`config.mk`:
```
export PLATFORM = sky130hd
export DESIGN_NAME = adc_control_regs
export DESIGN_NICKNAME = d
export VERILOG_FILES = /design/src/rtl/addatone_pkg.sv /design/src/rtl/sync_edge_detect.sv /design/src/rtl/adc_control_regs.sv
export SDC_FILE = /design/constraint.sdc
export NUM_CORES = 1
export LEC_CHECK = 0
export ABC_AREA = 1
export ABC_CLOCK_PERIOD_IN_PS = 1600
export CELL_PAD_IN_SITES_DETAIL_PLACEMENT = 0
export CELL_PAD_IN_SITES_GLOBAL_PLACEMENT = 1
export CORE_AREA = 10 10 155 192
export CTS_CLUSTER_SIZE = 28
export DETAILED_ROUTE_END_ITERATION = 8
export DIE_AREA = 0 0 165 202
export PLACE_DENSITY_LB_ADDON = 0.08
export SYNTH_ARGS = -nofsm -noshare
export SYNTH_HDL_FRONTEND = slang
export SYNTH_SLANG_ARGS = --single-unit
```
`constraint.sdc`:
```
create_clock -name i_Clock -period 1.6 [get_ports i_Clock]
set_input_delay 0.48 -clock i_Clock [delete_from_list [all_inputs] [get_ports i_Clock]]
set_output_delay 0.48 -clock i_Clock [all_outputs]
set_load 0.03 [all_outputs]
```
`src/rtl/addatone_pkg.sv`:
```
// Shared constants, state encoding, reset values and helpers for the ADC control register block.
package addatone_pkg;

  localparam int unsigned DIV_BIT_DEF       = 11;
  localparam logic [7:0]  MAX_HARMONICS_DEF = 8'd100;
  localparam int unsigned SYNC_STAGES_DEF   = 2;
  localparam int unsigned WORD_W            = 16;
  localparam int unsigned NUM_WORDS         = 7;

  typedef enum logic [1:0] {
    ST_IDLE    = 2'd0,
    ST_CAPTURE = 2'd1,
    ST_CLAMP   = 2'd2,
    ST_PENDING = 2'd3
  } state_e;

  // Width-independent part of the control set; scale fields depend on DIV_BIT.
  typedef struct packed {
    logic [WORD_W-1:0] frequency;
    logic [WORD_W-1:0] freq_offset;
    logic [7:0]        harmonic_count;
  } ctrl_base_t;

  localparam logic [WORD_W-1:0] RST_FREQUENCY      = 16'd90;
  localparam logic [WORD_W-1:0] RST_FREQ_OFFSET    = 16'd0;
  localparam logic [7:0]        RST_HARMONIC_COUNT = 8'd1;

  localparam ctrl_base_t RST_CTRL = '{
    frequency:      RST_FREQUENCY,
    freq_offset:    RST_FREQ_OFFSET,
    harmonic_count: RST_HARMONIC_COUNT
  };

  // Zero harmonics would silence the voice, so it is promoted to one.
  function automatic logic [7:0] clamp_harmonics(input logic [WORD_W-1:0] raw,
                                                 input logic [7:0]        max_h);
    logic [7:0] res;
    if (raw == 16'd0) begin
      res = 8'd1;
    end else if (raw > {8'd0, max_h}) begin
      res = max_h;
    end else begin
      res = raw[7:0];
    end
    return res;
  endfunction

  function automatic logic [WORD_W-1:0] force_nonzero(input logic [WORD_W-1:0] v);
    return (v == 16'd0) ? 16'd1 : v;
  endfunction

  // Quarter-step glide towards the target; snaps when close so it always lands.
  function automatic logic [WORD_W-1:0] smooth_step(input logic [WORD_W-1:0] cur,
                                                    input logic [WORD_W-1:0] tgt);
    logic signed [WORD_W:0] diff;
    logic signed [WORD_W:0] sum;
    logic [WORD_W-1:0]      res;
    diff = $signed({1'b0, tgt}) - $signed({1'b0, cur});
    if ((diff > -17'sd4) && (diff < 17'sd4)) begin
      res = tgt;
    end else begin
      sum = $signed({1'b0, cur}) + (diff >>> 2);
      res = sum[WORD_W-1:0];
    end
    return res;
  endfunction

endpackage

```
`src/rtl/sync_edge_detect.sv`:
```
// Multi-flop synchroniser followed by a registered rising-edge detector (one-cycle pulse).
module sync_edge_detect #(
  parameter int unsigned SYNC_STAGES = 2
) (
  input  logic i_Clock,
  input  logic i_Reset_n,
  input  logic i_Async,
  output logic o_Pulse
);

  localparam int unsigned VW = SYNC_STAGES + 1;

  logic [SYNC_STAGES-1:0] r_sync;
  logic [VW-1:0]          r_valid;
  logic                   r_prev;
  logic                   r_pulse;
  logic                   w_sync_out;
  logic                   w_rise;

  assign w_sync_out = r_sync[SYNC_STAGES-1];

  // r_valid marks stages holding real samples, so a strobe already high at
  // reset release is seen as a level, never as an edge.
  assign w_rise = r_valid[VW-1] & w_sync_out & ~r_prev;

  always_ff @(posedge i_Clock) begin
    if (!i_Reset_n) begin
      r_sync  <= '0;
      r_valid <= '0;
      r_prev  <= 1'b0;
      r_pulse <= 1'b0;
    end else begin
      r_sync  <= SYNC_STAGES'({r_sync, i_Async});
      r_valid <= VW'({r_valid, 1'b1});
      r_prev  <= w_sync_out;
      r_pulse <= w_rise;
    end
  end

  assign o_Pulse = r_pulse;

endmodule

```
`src/rtl/adc_control_regs.sv`:
```
// ADC frame capture, clamp and shadow/commit control registers.
// Optional macro FREQ_SMOOTH_EN: glide o_Frequency towards the shadow on each commit.
module adc_control_regs
  import addatone_pkg::*;
#(
  parameter int unsigned DIV_BIT       = DIV_BIT_DEF,
  parameter logic [7:0]  MAX_HARMONICS = MAX_HARMONICS_DEF,
  parameter int unsigned SYNC_STAGES   = SYNC_STAGES_DEF
) (
  input  logic               i_Clock,
  input  logic               i_Reset_n,
  input  logic               i_Data_Received,
  input  logic [WORD_W-1:0]  i_Data0,
  input  logic [WORD_W-1:0]  i_Data1,
  input  logic [WORD_W-1:0]  i_Data2,
  input  logic [WORD_W-1:0]  i_Data3,
  input  logic [WORD_W-1:0]  i_Data4,
  input  logic [WORD_W-1:0]  i_Data5,
  input  logic [WORD_W-1:0]  i_Data6,
  input  logic               i_Commit,
  output logic [WORD_W-1:0]  o_Frequency,
  output logic [WORD_W-1:0]  o_Freq_Offset,
  output logic [DIV_BIT-1:0] o_Harmonic_Scale0,
  output logic [DIV_BIT-1:0] o_Scale_Initial0,
  output logic [DIV_BIT-1:0] o_Harmonic_Scale1,
  output logic [DIV_BIT-1:0] o_Scale_Initial1,
  output logic [7:0]         o_Harmonic_Count,
  output logic               o_Update_Pending,
  output logic               o_Updated
);

  state_e                              r_state;
  logic                                r_held;
  logic [NUM_WORDS-1:0][WORD_W-1:0]    r_cap;

  ctrl_base_t                          r_shadow;
  logic [DIV_BIT-1:0]                  r_sh_hs0;
  logic [DIV_BIT-1:0]                  r_sh_si0;
  logic [DIV_BIT-1:0]                  r_sh_hs1;
  logic [DIV_BIT-1:0]                  r_sh_si1;

  ctrl_base_t                          r_out;
  logic [DIV_BIT-1:0]                  r_hs0;
  logic [DIV_BIT-1:0]                  r_si0;
  logic [DIV_BIT-1:0]                  r_hs1;
  logic [DIV_BIT-1:0]                  r_si1;
  logic                                r_updated;
  logic                                r_pending;

  logic                                w_edge;
  logic                                w_reload;
  logic [WORD_W-1:0]                   w_commit_freq;

  sync_edge_detect #(
    .SYNC_STAGES (SYNC_STAGES)
  ) u_sync_edge_detect (
    .i_Clock   (i_Clock),
    .i_Reset_n (i_Reset_n),
    .i_Async   (i_Data_Received),
    .o_Pulse   (w_edge)
  );

`ifdef FREQ_SMOOTH_EN
  assign w_commit_freq = smooth_step(r_out.frequency, r_shadow.frequency);
`else
  assign w_commit_freq = r_shadow.frequency;
`endif

  // A fresh edge or one that arrived mid-capture both force a recapture.
  assign w_reload = w_edge | r_held;

  // Only the low DIV_BIT bits of the scale words carry information.
  generate
    if (DIV_BIT < WORD_W) begin : g_scale_unused
      logic w_unused_scale_bits;
      assign w_unused_scale_bits = ^{r_cap[1][WORD_W-1:DIV_BIT], r_cap[2][WORD_W-1:DIV_BIT],
                                     r_cap[3][WORD_W-1:DIV_BIT], r_cap[4][WORD_W-1:DIV_BIT]};
    end
  endgenerate

  always_ff @(posedge i_Clock) begin
    if (!i_Reset_n) begin
      r_state   <= ST_IDLE;
      r_held    <= 1'b0;
      r_cap     <= '0;
      r_shadow  <= RST_CTRL;
      r_sh_hs0  <= '0;
      r_sh_si0  <= '0;
      r_sh_hs1  <= '0;
      r_sh_si1  <= '0;
      r_out     <= RST_CTRL;
      r_hs0     <= '0;
      r_si0     <= '0;
      r_hs1     <= '0;
      r_si1     <= '0;
      r_updated <= 1'b0;
      r_pending <= 1'b0;
    end else begin
      r_updated <= 1'b0;
      case (r_state)
        ST_IDLE: begin
          if (w_edge) begin
            r_state <= ST_CAPTURE;
            r_held  <= 1'b0;
          end
        end

        ST_CAPTURE: begin
          r_cap   <= {i_Data6, i_Data5, i_Data4, i_Data3, i_Data2, i_Data1, i_Data0};
          r_state <= ST_CLAMP;
          if (w_edge) begin
            r_held <= 1'b1;
          end
        end

        ST_CLAMP: begin
          r_shadow.frequency      <= force_nonzero(r_cap[0]);
          r_shadow.freq_offset    <= r_cap[5];
          r_shadow.harmonic_count <= clamp_harmonics(r_cap[6], MAX_HARMONICS);
          r_sh_hs0                <= r_cap[1][DIV_BIT-1:0];
          r_sh_si0                <= r_cap[2][DIV_BIT-1:0];
          r_sh_hs1                <= r_cap[3][DIV_BIT-1:0];
          r_sh_si1                <= r_cap[4][DIV_BIT-1:0];
          r_pending               <= 1'b1;
          r_state                 <= ST_PENDING;
          if (w_edge) begin
            r_held <= 1'b1;
          end
        end

        ST_PENDING: begin
          // Commit always uses the shadow as it stands; a coincident edge recaptures afterwards.
          if (i_Commit) begin
            r_out.frequency      <= w_commit_freq;
            r_out.freq_offset    <= r_shadow.freq_offset;
            r_out.harmonic_count <= r_shadow.harmonic_count;
            r_hs0                <= r_sh_hs0;
            r_si0                <= r_sh_si0;
            r_hs1                <= r_sh_hs1;
            r_si1                <= r_sh_si1;
            r_updated            <= 1'b1;
          end
          if (w_reload) begin
            r_state   <= ST_CAPTURE;
            r_held    <= 1'b0;
            r_pending <= 1'b0;
          end else if (i_Commit) begin
            r_state   <= ST_IDLE;
            r_pending <= 1'b0;
          end
        end

        default: begin
          r_state   <= ST_IDLE;
          r_pending <= 1'b0;
        end
      endcase
    end
  end

  assign o_Frequency       = r_out.frequency;
  assign o_Freq_Offset     = r_out.freq_offset;
  assign o_Harmonic_Count  = r_out.harmonic_count;
  assign o_Harmonic_Scale0 = r_hs0;
  assign o_Scale_Initial0  = r_si0;
  assign o_Harmonic_Scale1 = r_hs1;
  assign o_Scale_Initial1  = r_si1;
  assign o_Update_Pending  = r_pending;
  assign o_Updated         = r_updated;

endmodule

```
==> out/metrics.cfg, run 1 <==
[logic_synthesis]
syn-cell-area_um2 = 9483
syn_inst = 1087
async_flop_share = 0
yosysTopAreaCell = dfxtp_1
synth_top_area_share = 0.5742
yosysWarnings = 0
synthFlopType = dfxtp_1
ys_ff_latch = 272
avgSynthCellArea_um2 = 8.724
synth.area.top_cells = dfxtp_1 57%, o21ai_0 9.1%, nor2_1 6.2%
ys_seq_area_frac = 0.5742
ys_types = 26
synth_edf_count = 0
syn-num-nets = 1208

[die]
dieArea_um2 = 33330
num_rows = 66
start_util = 0.3657
io_pins = 202
die_w_um = 165
dieHeight_um = 202
core_area_um2 = 25930

[detailed_routing]
antenna_left = 0
wire_per_inst_um = 14.99
wl_mm = 24.31
first_pass_iters = 6
vias_per_cell = 4.607
drtIter0Drc = 271
via_count = 7473
drc = 0

[sta]
final_hold_viol_count = 0
clock-skew-final_ns = 0.008822
period_needed_ns = 1.560
maxSlewViolCount = 0
finalSetupViolCount = 0
fin_crit_sh = 0.9750
fmax_ghz = 0.6410
tns_ns = 0
grt_setup_unrepaired = no
relSlewSlack = 0.7041
worst_pin_slew_ns = 0.4438

[power_and_ir_drop]
max-vdd-ir-drop_v = 0.0008531
p_leak_nw = 5.205
total_power_mw = 20.58
power_density_nw_per_um2 = 1630

[critical_path]
worst-path-buf-inv = 1
r2r_end = o_Harmonic_Count[5]
end_kind = output pin
worstSetupPathType = reg -> out
r2r_cells = 8
critPathArrivalTime_ns = 1.08
r2r-start = r_state[0]
crit_family = flip-flops
critical_path.max_fanout = 2
cp.required_ns = 1.12
worstSetupStartpointType = register
crit_path_max_incr_delay_ns = 0.37
path_cells = buf_4
rrSetupSlack_ns = 0.09
cpMaxStageDelayCell = dfxtp_1

[final_layout]
layout-drive-gt1-share = 0.1866
layout_commonest_cell = dfxtp_1
final_nets = 1381
area_growth_pct = 33.12
multiInputGateArea_um2 = 3233
mostFrequentLayoutCells = 267 x dfxtp_1, 173 x o21ai_0, 156 x nor2_1
fillCellCount = 2625
final_core_util = 0.4868
seq_area_um2 = 5454

[worst_hold_path]
min_from = i_Reset_n
whs_endpoint = r_shadow[7]
hp-class = in -> reg
whs_path_depth = 3

[global_routing]
first_global_vias = 7366
antenna_found_initial = 0
grtUsageTotal = 0.1427
grt_pass1_wl_mm = 39.01
grt_max_degree = 117
overflow = 0

[place]
gp_congestion = 0.7235
hpwl_mm = 16.28
io_buffers = 181

[clock_tree]
cts-root-buf = clkbuf_16
insertion_delay_ns = 0.52
path_clk_slew_ns = 0.06
cts_tree = done
cts_buffers = 28
cts_sinks = 272
clockBufferDepth = 3
h-tree-depth = 1
postCtsHoldBufs = 0

[flow_run]
maxCapViolCount = 0

[status]
status = completed

[flip-flops by register name, summed over array words and instances, names as in the netlist, 2 cells and up]
register and cells:
r_sh_si0 11, o_Frequency 16, o_Harmonic_Count 8, r_cap 92
r_shadow 24, u_sync_edge_detect.r_valid 3, o_Scale_Initial0 11, o_Harmonic_Scale1 11
o_Scale_Initial1 11, r_sh_hs1 11, o_Freq_Offset 16, o_Harmonic_Scale0 11
r_state 2, r_sh_si1 11, r_sh_hs0 11, w_commit_freq 16
u_sync_edge_detect.r_sync 2
[tightest hold or removal path, cell delays in order]
cell and delay (ns):
buf_4 0.15, inv_4 0.13, nor3_1 0.06
[area by class of cell]
class,instances,area share
inverters,102,0.03112
multi-input cells,639,0.2561
well taps,340,0.03370
clock buffers,36,0.06433
repair buffers,217,0.1682
diodes,1,0.0001982
clock inverters,15,0.01427
flip-flops and latches,272,0.4321
[worst max-delay path by stage]
stage                               startpoint              endpoint  slack (ns)  cells after the start
after floorplan                     r_state[1]             r_cap[64]        0.23                      8
after global placement                i_Commit      o_Freq_Offset[7]       -0.29                      8
after detailed placement              i_Commit      o_Freq_Offset[5]       -0.30                      8
after CTS                 o_Harmonic_Scale0[9]  o_Harmonic_Scale0[9]      0.0001                      1
after global routing          o_Freq_Offset[9]      o_Freq_Offset[9]      0.0003                      1
final                           o_Frequency[0]        o_Frequency[0]        0.04                      1
[layer usage]
layer	part of all wire	GRT usage	wire length, um
met1	0.45	0.1765	10920
met2	0.48	0.2418	11650
met3	0.060	0.03823	1467
met4	0.011	0.02978	272
met5	0	0	0
[synth_stat cells (7+ instances only)]
master and count:
dfxtp_1 272, o21ai_0 173, nor2_1 156, a21oi_1 109, inv_1 96, nand2_1 95
o21ai_2 50, clkbuf_1 28, buf_2 25, a22o_1 18, buf_6 12, o21ai_1 10
buf_4 7, nand4_1 7
[kinds of logic (layout without fill, tap and decap cells)]
family	after synthesis	after routing	synth area share
buffers and inverters	176	370	0.08563
DFF	272	272	0.5742
AOI/OAI and AO/OA	366	366	0.2221
adders and majority gates	5	5	0.006597
and+or+nand+nor	268	268	0.1115
other	0	1	0
[power by group]
group | internal (mW) | switching, mW | total (mW)
Clock | 4.21 | 2.64 | 6.85
Combinational | 1.81 | 3.00 | 4.81
Sequential | 8.36 | 0.567 | 8.92
[timing repair]
item	4_1_cts	5_1_grt
cloned	0	1
resized for setup	391	40
endpoints found under the setup margin	75	94
pin swaps	0	1
setup buffers	0	3
[metrics by stage]
stage	cell area, um^2	hold slack, ns	setup WS, ns	cells
2_1_floorplan	9483	0.3665	0.2271	1087
3_3_place_gp	11830	0.3714	-0.2910	1566
3_5_place_dp	11830	0.3859	-0.3009	1566
4_1_cts	12480	0.3201	0.0001378	1617
5_1_grt	12620	0.3402	0.0002627	1621
6_report	12620	0.3436	0.03998	1622
(Power assumes the default switching activity.)
==> run 2, diff against run 1 <==
ABC_CLOCK_PERIOD_IN_PS = 1430   (was 1600)
CORE_AREA = 10 10 161 200   (was 10 10 155 192)
DIE_AREA = 0 0 171 210   (was 0 0 165 202)
SLEW_MARGIN = 15   (was unset)
clock period = 1.43 ns   (was 1.6 ns; I/O delays follow)
==> out/metrics.cfg, run 2 (synthesized netlist as in run 1, its figures left out) <==
[status]
status = finished, violations left
violations = setup timing

[detailed_routing]
wire_per_inst_um = 15.75
drtIter0Drc = 274
first_pass_iters = 4
drc = 0
via_count = 7587
wl_mm = 26.15
antenna_left = 0
vias_per_cell = 4.570

[place]
dp_slack_ns = -0.3585
hpwl_mm = 16.80
io_buffers = 181
dp_cells = 1588
gp_congestion = 0.7210

[die]
num_rows = 69
die_w_um = 171
core_area_um2 = 28320
io_pins = 202
dieArea_um2 = 35910
dieHeight_um = 210
start_util = 0.3349

[critical_path]
crit_path_max_incr_delay_ns = 0.36
critical_path.max_fanout = 2
worstSetupPathType = reg -> out
worstSetupStartpointType = register
cpMaxStageDelayCell = dfxtp_2
path_cells = buf_6
cp.required_ns = 1.00
critPathArrivalTime_ns = 1.05
crit_family = flip-flops
end_kind = output pin
worst-path-buf-inv = 1

[final_layout]
area_growth_pct = 41.60
largestRegisters = r_cap (92), r_shadow (24)
seq_area_um2 = 5560
fillCellCount = 2785
layout_commonest_cell = dfxtp_1
regMostFlops = r_cap
multiInputGateArea_um2 = 3289
mostFrequentLayoutCells = 184 x dfxtp_1, 154 x o21ai_0, 151 x nor2_1
final_nets = 1404
largest_register_ffs = 92
layout-drive-gt1-share = 0.2690
antennaDiodeCount = 0
layoutNonFillerInstCount = 1660

[clock_tree]
cts_buffers = 29
clockBufferDepth = 3
h-tree-depth = 1
cts-root-buf = clkbuf_16
cts_tree = done
cts_sinks = 272
insertion_delay_ns = 0.55
path_clk_slew_ns = 0.06

[sta]
fmax_ghz = 0.6769
relSlewSlack = 0.8025
maxSlewViolCount = 0
period_needed_ns = 1.477
grt_setup_unrepaired = yes
setup_slack_ns = -0.04735
clock-skew-final_ns = 0.03097
fin_crit_sh = 1.033
final_hold_viol_count = 0
worst_pin_slew_ns = 0.2962
finalSetupViolCount = 42

[global_routing]
overflow = 0
grtUsageTotal = 0.1395
first_global_vias = 7605
grt_pass1_wl_mm = 40.70
grt_max_degree = 69
antenna_found_initial = 0

[power_and_ir_drop]
power_density_nw_per_um2 = 1764
p_leak_nw = 5.454
max-vdd-ir-drop_v = 0.0009476

[flow_run]
maxCapViolCount = 0

[worst_hold_path]
hp-class = in -> reg

-- run 2: area by class of cell --
class / instances / area share
flip-flops and latches: 272 / 0.4141
multi-input cells: 639 / 0.2450
well taps: 355 / 0.03308
inverters: 102 / 0.02972
repair buffers: 239 / 0.2054
clock inverters: 6 / 0.006243
clock buffers: 47 / 0.06653
-- run 2: layer usage --
layer | track usage | vias to the layer above | routed length [um]
met5 | 0 | - | 0
met4 | 0.03154 | 0 | 339
met3 | 0.03702 | 26 | 1431
met2 | 0.2433 | 128 | 12930
met1 | 0.1671 | 3476 | 11450
li1 | - | 3957 | -
-- run 2: repair_timing --
item | CTS | global route
hold buffers | 0 | 0
pin swaps | 0 | 2
buffers inserted | 10 | 3
cloned | 2 | 4
endpoints found under the setup margin | 137 | 215
hold endpoints to repair | 0 | 0
resized for setup | 175 | 45
-- run 2: power breakdown --
part,internal [mW],switching (mW)
Sequential,9.35,0.653
Clock,4.60,2.97
Combinational,2.51,3.61
-- run 2: worst paths after layout --
path	cells after the start	slack, ns	end	from
worst max-delay path	1	-0.05	o_Frequency[12]	o_Frequency[12]
worst min-delay path	3	0.18	r_state[0]	i_Reset_n
worst max register to register	6	0.04	r_cap[51]	r_state[0]
worst min register to register	1	0.38	u_sync_edge_detect.o_Pulse	u_sync_edge_detect.r_prev
-- run 2: through the flow --
step / setup TNS (ns) / hold WS, ns / cell area, um^2 / power, mW / util
5_1_grt: -4.150 / 0.1627 / 13430 / 25.30 / 0.4742
3_5_place_dp: -24.99 / 0.3803 / 11660 / 15.88 / 0.4117
2_1_floorplan: 0 / 0.3665 / 9483 / 13.75 / -
3_3_place_gp: -23.21 / 0.3777 / 11660 / 15.81 / 0.4117
6_report: -0.6746 / 0.1834 / 13430 / 23.69 / 0.4742
4_1_cts: -3.077 / 0.1593 / 13210 / 23.77 / 0.4666
==> run 3, diff against run 2 <==
CAP_MARGIN = 20   (was unset)
==> results of run 3 <==
Final layout, timing and power as in run 2 (identical DEF).
